===== src/rtl/addsub_accumulator.sv =====
// Command-driven 4-bit accumulator wrapped around the add_subtract unit:
// accepts LOAD/ADD/SUB/CLEAR on a valid/ready port and returns result + flags.

module add_subtract (
    input  logic [3:0] A,
    input  logic [3:0] B,
    input  logic       Cin,
    output logic [3:0] S,
    output logic       Cout
);
    logic [4:0] sum;

    // Cin doubles as the subtract control: it inverts B and supplies the +1.
    assign sum  = {1'b0, A} + {1'b0, B ^ {4{Cin}}} + {4'b0000, Cin};
    assign S    = sum[3:0];
    assign Cout = sum[4];
endmodule

module addsub_accumulator #(
    parameter bit STICKY_EN = 1'b1
) (
    input  logic       clk,
    input  logic       rst_n,
    input  logic       in_valid,
    output logic       in_ready,
    input  logic [1:0] op,
    input  logic [3:0] operand,
    output logic       out_valid,
    input  logic       out_ready,
    output logic [3:0] result,
    output logic       carry,
    output logic       ovf,
    output logic       zero,
    output logic       sticky_ovf
);
    localparam logic [1:0] OP_LOAD  = 2'b00;
    localparam logic [1:0] OP_ADD   = 2'b01;
    localparam logic [1:0] OP_SUB   = 2'b10;
    localparam logic [1:0] OP_CLEAR = 2'b11;

    typedef enum logic [1:0] {
        IDLE = 2'b00,
        EXEC = 2'b01,
        RESP = 2'b10
    } state_t;

    state_t     state;
    logic [1:0] op_q;
    logic [3:0] opnd_q;
    logic [3:0] acc;
    logic [3:0] sum_s;
    logic       sum_cout;
    logic       sub_mode;
    logic [3:0] b_eff;
    logic       arith_ovf;
    logic [3:0] acc_next;
    logic       carry_next;
    logic       ovf_next;

    assign sub_mode = (op_q == OP_SUB);
    assign b_eff    = opnd_q ^ {4{sub_mode}};

    add_subtract u_addsub (
        .A    (acc),
        .B    (opnd_q),
        .Cin  (sub_mode),
        .S    (sum_s),
        .Cout (sum_cout)
    );

    assign arith_ovf = (acc[3] == b_eff[3]) && (sum_s[3] != acc[3]);

    always_comb begin
        acc_next   = acc;
        carry_next = 1'b0;
        ovf_next   = 1'b0;
        case (op_q)
            OP_LOAD:  acc_next = opnd_q;
            OP_ADD,
            OP_SUB: begin
                acc_next   = sum_s;
                carry_next = sum_cout;
                ovf_next   = arith_ovf;
            end
            OP_CLEAR: acc_next = 4'b0000;
            default:  acc_next = acc;
        endcase
    end

    // in_ready/out_valid are registered and always mirror IDLE/RESP respectively.
    always_ff @(posedge clk) begin
        if (!rst_n) begin
            state      <= IDLE;
            op_q       <= 2'b00;
            opnd_q     <= 4'b0000;
            acc        <= 4'b0000;
            carry      <= 1'b0;
            ovf        <= 1'b0;
            zero       <= 1'b0;
            sticky_ovf <= 1'b0;
            in_ready   <= 1'b1;
            out_valid  <= 1'b0;
        end else begin
            case (state)
                IDLE: begin
                    if (in_valid) begin
                        op_q     <= op;
                        opnd_q   <= operand;
                        in_ready <= 1'b0;
                        state    <= EXEC;
                    end
                end
                EXEC: begin
                    acc   <= acc_next;
                    carry <= carry_next;
                    ovf   <= ovf_next;
                    zero  <= (acc_next == 4'b0000);
                    if (!STICKY_EN || op_q == OP_CLEAR) begin
                        sticky_ovf <= 1'b0;
                    end else begin
                        sticky_ovf <= sticky_ovf | ovf_next;
                    end
                    out_valid <= 1'b1;
                    state     <= RESP;
                end
                RESP: begin
                    if (out_ready) begin
                        out_valid <= 1'b0;
                        in_ready  <= 1'b1;
                        state     <= IDLE;
                    end
                end
                default: begin
                    out_valid <= 1'b0;
                    in_ready  <= 1'b1;
                    state     <= IDLE;
                end
            endcase
        end
    end

    assign result = acc;
endmodule


===== config.mk =====
export PLATFORM = sky130hd
export DESIGN_NAME = addsub_accumulator
export DESIGN_NICKNAME = d
export VERILOG_FILES = /design/src/rtl/addsub_accumulator.sv
export SDC_FILE = /design/constraint.sdc
export NUM_CORES = 1
export LEC_CHECK = 0
export CORE_MARGIN = 2
export CORE_UTILIZATION = 45
export CTS_BUF_LIST = sky130_fd_sc_hd__clkbuf_8
export DETAILED_ROUTE_END_ITERATION = 7
export PLACE_DENSITY = 0.72
export SYNTH_ARGS = -nofsm -noshare
export SYNTH_HDL_FRONTEND = slang
export SYNTH_SLANG_ARGS = --single-unit

===== constraint.sdc =====
create_clock -name clk -period 2.45 [get_ports clk]
set_clock_uncertainty 0.15 [all_clocks]
set_input_delay 0.49 -clock clk [delete_from_list [all_inputs] [get_ports clk]]
set_output_delay 0.49 -clock clk [all_outputs]
set_load 0.02 [all_outputs]

# Word-level counts from Yosys, hierarchy flattened
# Cells that the tools add are included.
# classes
n_addsub	2
n_eq_ne	9
muxes	12
n_bitwise	4
n_reduce_logical	9
# op_table
cell	n
$pmux 4 s3	1
$eq 2x2->1 const B	3
$mux 1	6
$pmux 1 s3	2
$pmux 2 s3	1
$reduce_and 2->1	3
$add 4x4->5	1
$add 5x1->5	1
$eq 2x1->1 const B	2
$logic_not 2->1	2
$logic_not 4->1	1
$mux 2	2
$ne 2x2->1 const B	2
$xor 4x4->4	1
$reduce_and 3->1	1
$not 1->1	2
$reduce_or 2->1	1
$eq 1x1->1	1
$logic_and 1x1->1	1
$ne 1x1->1	1
$or 1x1->1	1
# word_totals
reg_bits	18
in_bits	10
out_inout_bits	10
wordCells	46

# Depth between registers and ports, before layout
# Gate-level depths: netlist (run 1).
# logic_depth
word_depth	9
ltp_mapped	9
ltp_nobuf	9

# Modules after synthesis
# From an unflattened synthesis (run 1), not the netlist that was laid out.
# hier_totals
hier_cells	111
area_unflattened_um2	1119.8
# by_module_without_submodules
mod	n_inst	cells_per_inst	area_per_inst_um2	seq_area_each_um2
addsub_accumulator	1	91	933.4	360.3
add_subtract	1	20	186.4	0.0

# Worst setup path before layout (run 1)
# No wires, ideal clock.
# synth_path
kind	register -> register
from	reg op_q[0]
to	reg zero
setup_time_ps	115
arrival_ps	1966
t_required_ps	2185
path_slack_ps	219
stages_incl_launch_ff	9
n_path_buf	0
period_less_slack_ps	2231
cell_sequence	dfxtp_1 inv_1 ha_1 mux2i_1 fa_1 nor3b_1 a2111oi_0 o211a_1 a31o_1
# synth_via
elab_chain_cells	6
elab_cells_between_ends	10
cone_classes	add/sub: 2; eq/ne: 3; mux: 1; bitwise: 1; reduce/logical: 3
# synth_rtl
item	line_no	source
from (decl)	48	logic [1:0] op_q;
from (signal assigned)	107	op_q <= op;
$eq 2x2->1	60, 77	
$xor 4x4->4	14	assign sum = {1'b0, A} + {1'b0, B ^ {4{Cin}}} + {4'b0000, Cin};
$add 4x4->5	14	
$add 5x1->5	14	
$pmux 4 s3 *	77	case (op_q)
$logic_not 4->1 *	117	zero <= (acc_next == 4'b0000);
to (signal assigned)	117	
to (decl)	33	output logic zero,
# Mark *: on every way between the ends. The rest lies on a longest branch, timed or not.
# A chain may end at the register's enable or synchronous reset.

# Final worst setup path (run 1)
# Same ends and word-level chain as after synthesis.

==> impl_metrics.csv, run 1 <==
group,metric,value,unit
logic_synthesis,syn_avg_cell_area,8.81,um^2
critical_path,required,2510,ps
power_and_ir_drop,ir_worst_vdd,0.496,mV
logic_synthesis,netlist_instances,111,
timing,slew_viol_final,0,
floorplan,fp.dieW,50.6,um
floorplan,dieHeight,50.6,um
timing,worst_pin_slew,720,ps
detailed_routing,drt_iter0_markers,8,
clock_tree,cts-buffers-inserted,3,
grt,grt_max_degree,12,
worst_hold_path,worstHoldPathType,"reg -> reg",
logic_synthesis,yosysUniqueCellTypes,35,
timing,hold_violations,0,
logic_synthesis,seq_area_frac_synth,36.8,%
power_and_ir_drop,leakage,0.523,nW
status,status,"completed",
logic_synthesis,ys_ff_latch,18,
placement,io_buffers,19,
clock_tree,cts.clk_slew.worst_paths,70,ps
logic_synthesis,yosys_warnings,0,
grt,grt_pass1_vias,826,
timing,relSlewSlack,51.9,%
detailed_routing,ant_nets,0,
worst_hold_path,hold_path_depth,2,
clock_tree,hold_buffers,0,
worst_hold_path,hold_end,"carry",
detailed_routing,dr_total_vias,859,
timing,holdWs,302,ps
clock_tree,cts_buffer_depth,2,
grt,grt_overflow,0,
critical_path,cp_slowest_cell,"fa_1",
logic_synthesis,synth_ff_type,"dfxtp_1",
critical_path,reg2reg_to,"zero",
flow_run,drv_cap,0,
final_layout,finalNonFillerCells,160,
logic_synthesis,yosysMostFrequentCell,"dfxtp_1",
clock_tree,cts_root_buf,"clkbuf_8",
floorplan,ios,20,
clock_tree,cts_sinks,18,
critical_path,slowest_delay,530,ps
critical_path,reg2reg_depth,9,
critical_path,crit_path_start,"op_q[0]",
logic_synthesis,yosys-top-cells-count,"dfxtp_1, nor2_1, a21oi_1",
timing,fin_crit_sh,95.4,%
placement,place_congestion,0.857,
logic_synthesis,syn_nets,128,
detailed_routing,via_per_inst,5.37,
floorplan,die_area,2560,um^2
logic_synthesis,synth_top_area_cell,"dfxtp_1",
clock_tree,cts-htree-levels,1,
power_and_ir_drop,power.density,582,nW/um^2
grt,grt_usage,19.1,%
timing,rsz0062_at_grt,"false",
critical_path,cp.buffers_inverters,2,
critical_path,worstPathCellList,"inv_2 > ha_4 > xor2_2 > inv_1 > fa_1 > nor3b_2 > a2111oi_2 > o211a_1 > a31o_1",
floorplan,start_util,48.9,%
final_layout,nets,151,
critical_path,r2r-start,"op_q[0]",
floorplan,fp.coreArea,2000,um^2
detailed_routing,postRouteWirelength,2.18,mm
timing,max_freq,428,MHz
logic_synthesis,yosys.area.top_type_share,36.8,%
logic_synthesis,synth_edf_count,0,
critical_path,path_class,"reg -> reg",
detailed_routing,drc,0,
placement,hpwl,1.62,mm
detailed_routing,drt_pre_antenna_iters,4,
floorplan,rows,16,
critical_path,start_kind,"flop",
critical_path,critPathTopFamily,"adder cells",
logic_synthesis,async_flop_share,0,%
logic_synthesis,synth_area_leaders,"dfxtp_1, ha_1, a21oi_1",
clock_tree,cts_tree,"done",
final_layout,num_antenna_cells,0,
critical_path,crit_fanout,4,
timing,period_minus_slack,2340,ps
logic_synthesis,syn_area,978,um^2
final_layout,area_delta_synth_final,31.7,%
placement,dpl.cell_count,156,
critical_path,r2r_slack,110,ps
grt,antenna_found_initial,0,
grt,grt_pass1_wl,3.62,mm
clock_tree,insertion_delay,260,ps
worst_hold_path,hold_path.startpoint,"carry",
final_layout,drive_gt1_share,12.0,%
critical_path,critPathArrivalTime,2400,ps
critical_path,cp-end-kind,"flop",
timing,finalSetupViolCount,0,
detailed_routing,routedWlPerCell,13.6,um
## power breakdown
part | switching [mW] | internal [mW] | leakage [nW]
clock network | 0.107 | 0.143 | 0.0288
logic | 0.0860 | 0.0834 | 0.347
registers | 0.0198 | 0.311 | 0.148
total | 0.213 | 0.537 | 0.523
## worst min-delay path, delay by kind of cell, from the launching register on
family | cells | cell delay (ps)
flip-flops | 1 | 310
AND/OR/NAND/NOR | 1 | 50
AO/OA/AOI/OAI | 1 | 50
## cell type report
class                      count  area [um^2]
multi-input combinational     81          593
sequential                    18          360
fill                         177          713
inverter                       7         26.3
clock buffer                   4         55.1
tap                           27         33.8
timing repair buffer          23          220
## cells in the final DEF (no fill, tap or decap), types with 2 or more instances in the layout
cell and n:
o21ai_0 6, ha_1 5, nor2_1 12, mux2i_1 5, inv_1 6, clkdlybuf4s50_1 19, xor2_1 2, nor3b_1 2
a21oi_1 10, clkbuf_8 4, nand2_1 8, o211ai_1 2, o211a_1 3, dfxtp_1 18, nand2b_1 2, nor2b_1 3
buf_4 4
## how the worst max path moves through the flow
stage	endpoint	slack [ps]	cells after the start
CTS	zero	10	9
finish	zero	110	9
global route	zero	7	8
detailed placement	zero	-20	9
global placement	zero	180	9
floorplan	zero	220	8
## through the flow
stage	setup TNS [ps]	util (%)	cell area (um^2)	power, mW	setup WS [ps]
detailed placement	-22.9	60.1	1200	0.497	-22.9
finish	0	64.4	1290	0.751	113
global placement	0	60.1	1200	0.491	182
CTS	0	63.2	1270	0.745	14.2
global route	0	64.4	1290	0.783	6.93
floorplan	0	-	978	0.438	219
## cell families after synthesis
logic type               synth area share [%]
AO/OA/AOI/OAI                            19.3
XOR/XNOR                                 3.58
adder cells (fa/ha/maj)                  9.72
buffers and inverters                    5.75
flip-flops                               36.8
multiplexers                             5.12
AND/OR/NAND/NOR                          19.7
## flip-flops by register name, indices dropped and copies added (netlist names)
signal	cells
carry	1
in_ready	1
op_q	2
opnd_q	4
out_valid	1
ovf	1
result	4
state	2
sticky_ovf	1
zero	1
## per-layer routing
layer,GRT usage [%],vias up,share of wire [%]
met3,3.57,5,4.3
li1,-,426,-
met1,24.1,408,47
met2,31.8,20,47
met5,0,-,0
met4,8.11,0,1.5
## repair_timing
action,in CTS,in global routing
resized for setup,3,4
setup endpoints to repair,1,1
buffers inserted,0,0
hold endpoints to repair,0,0
pin swaps,0,2
No activity file was read; power rests on OpenSTA's default activity.
==> run 2: changes to the inputs <==
Settings changed: CORE_MARGIN 2 to 8.
Clock period 2.45 ns to 2.5 ns, I/O delays scaled along.
==> run 2 against run 1 <==
Net effect: final area decreased by 1.7%; global-route usage decreased by 7.8 points; first-iteration DRC count increased by 100%; sequential power decreased by 2%; critical path type unchanged.
==> impl_metrics.csv, run 2 (synthesis gave the netlist of run 1 again) <==
group,metric,value,unit
final_layout,final_common_cell,"clkdlybuf4s50_1",
final_layout,final_cell_mix,"clkdlybuf4s50_1, dfxtp_1, nor2_1",
critical_path,cp.buffers_inverters,1,
floorplan,dieHeight,62.6,um
grt,grt_overflow,0,
timing,period_minus_slack,2420,ps
clock_tree,cts_sinks,18,
detailed_routing,routedWlPerCell,13.4,um
floorplan,die_area,3920,um^2
floorplan,start_util,46.0,%
floorplan,fp.dieW,62.6,um
grt,grt_pass1_vias,831,
critical_path,cp_slowest_cell,"fa_1",
final_layout,finalNonFillerCells,161,
final_layout,area_delta_synth_final,29.4,%
timing,hold_violations,0,
placement,dpl_cell_area,1200,um^2
detailed_routing,postRouteWirelength,2.15,mm
floorplan,ios,20,
timing,rsz0062_at_grt,"false",
clock_tree,insertion_delay,260,ps
timing,fin_crit_sh,96.6,%
detailed_routing,drc,0,
clock_tree,cts_buffer_depth,2,
power_and_ir_drop,power,0.724,mW
placement,hpwl,1.68,mm
timing,finalSetupViolCount,0,
clock_tree,cts_tree,"done",
clock_tree,cts-htree-levels,1,
floorplan,rows,17,
grt,grt_pass1_wl,3.75,mm
power_and_ir_drop,power.density,572,nW/um^2
worst_hold_path,worstHoldPathType,"reg -> reg",
final_layout,num_antenna_cells,0,
grt,grt_max_degree,12,
critical_path,crit_fanout,4,
placement,place_congestion,0.838,
detailed_routing,drt_pre_antenna_iters,4,
power_and_ir_drop,leakage,0.521,nW
timing,worst_pin_slew,764,ps
timing,relSlewSlack,49.0,%
detailed_routing,via_per_inst,5.19,
clock_tree,cts_resized,0,
grt,grt_usage,11.3,%
detailed_routing,dr_total_vias,835,
critical_path,start_kind,"flop",
timing,max_freq,414,MHz
flow_run,drv_cap,0,
status,status,"completed",
final_layout,nets,151,
clock_tree,cts_setup_buffers,0,
critical_path,required,2510,ps
timing,setup-tns-final,0,ps
critical_path,critPathArrivalTime,2420,ps
critical_path,path_class,"reg -> reg",
power_and_ir_drop,ir_worst_vdd,0.344,mV
final_layout,final_area,1270,um^2
placement,dpl.cell_count,157,
critical_path,worstPathCellList,"inv_1 > ha_1 > mux2i_1 > fa_1 > nor3b_1 > a2111oi_0 > o211a_1 > a31o_1",
placement,preCtsSetupSlack,89.7,ps
critical_path,cp-end-kind,"flop",
critical_path,slowest_delay,480,ps
detailed_routing,drt_iter0_markers,16,
clock_tree,cts-buffers-inserted,3,
critical_path,r2r_slack,80,ps
final_layout,drive_gt1_share,9.02,%
grt,antenna_found_initial,0,
timing,slew_viol_final,0,
floorplan,fp.coreArea,2130,um^2
clock_tree,hold_buffers,0,
detailed_routing,ant_nets,0,
critical_path,critPathTopFamily,"adder cells",
timing,setup_slack,84.9,ps
placement,io_buffers,19,
clock_tree,cts.clk_slew.worst_paths,70,ps
clock_tree,cts_root_buf,"clkbuf_8",
## run 2: cell counts in the layout (fill, tap and decap cells not counted)
Identical to the previous run, type by type.
## run 2: layout make-up
| type | instances | area (um^2) |
|---|---|---|
| Tap cell | 28 | 35.0 |
| Fill cell | 192 | 861 |
| Sequential cell | 18 | 360 |
| Timing Repair Buffer | 23 | 220 |
| Multi-Input combinational cell | 81 | 569 |
| Inverter | 7 | 26.3 |
| Clock buffer | 4 | 55.1 |
## run 2: stage by stage
stage | util (%) | hold slack, ps
2_1_floorplan | - | 353
3_3_place_gp | 56.6 | 288
3_5_place_dp | 56.6 | 293
4_1_cts | 59.2 | 309
5_1_grt | 59.5 | 335
6_report | 59.5 | 303
## run 2: metal layers
metal	track usage [%]	routed length, um
met1	13.4	1010
met2	18.4	978
met3	4.48	134
met4	3.42	30
met5	0	0
## run 2: power breakdown
group / total [mW] / switching [mW] / internal [mW]
logic: 0.160 / 0.0808 / 0.0792
registers: 0.323 / 0.0181 / 0.305
clock network: 0.242 / 0.102 / 0.140
## run 2: final timing paths
check,startpoint,endpoint,cells past startpoint
worst min-delay path,sticky_ovf,sticky_ovf,2
worst max-delay path,op_q[0],zero,8
worst min register to register,sticky_ovf,sticky_ovf,2
worst max register to register,op_q[0],zero,8
## run 2: worst register-to-register path, stage by stage, from the launching register on
cell and delay [ps]:
dfxtp_1 330, inv_1 70, ha_1 280, mux2i_1 290
fa_1 480, nor3b_1 250, a2111oi_0 100, o211a_1 150
a31o_1 210
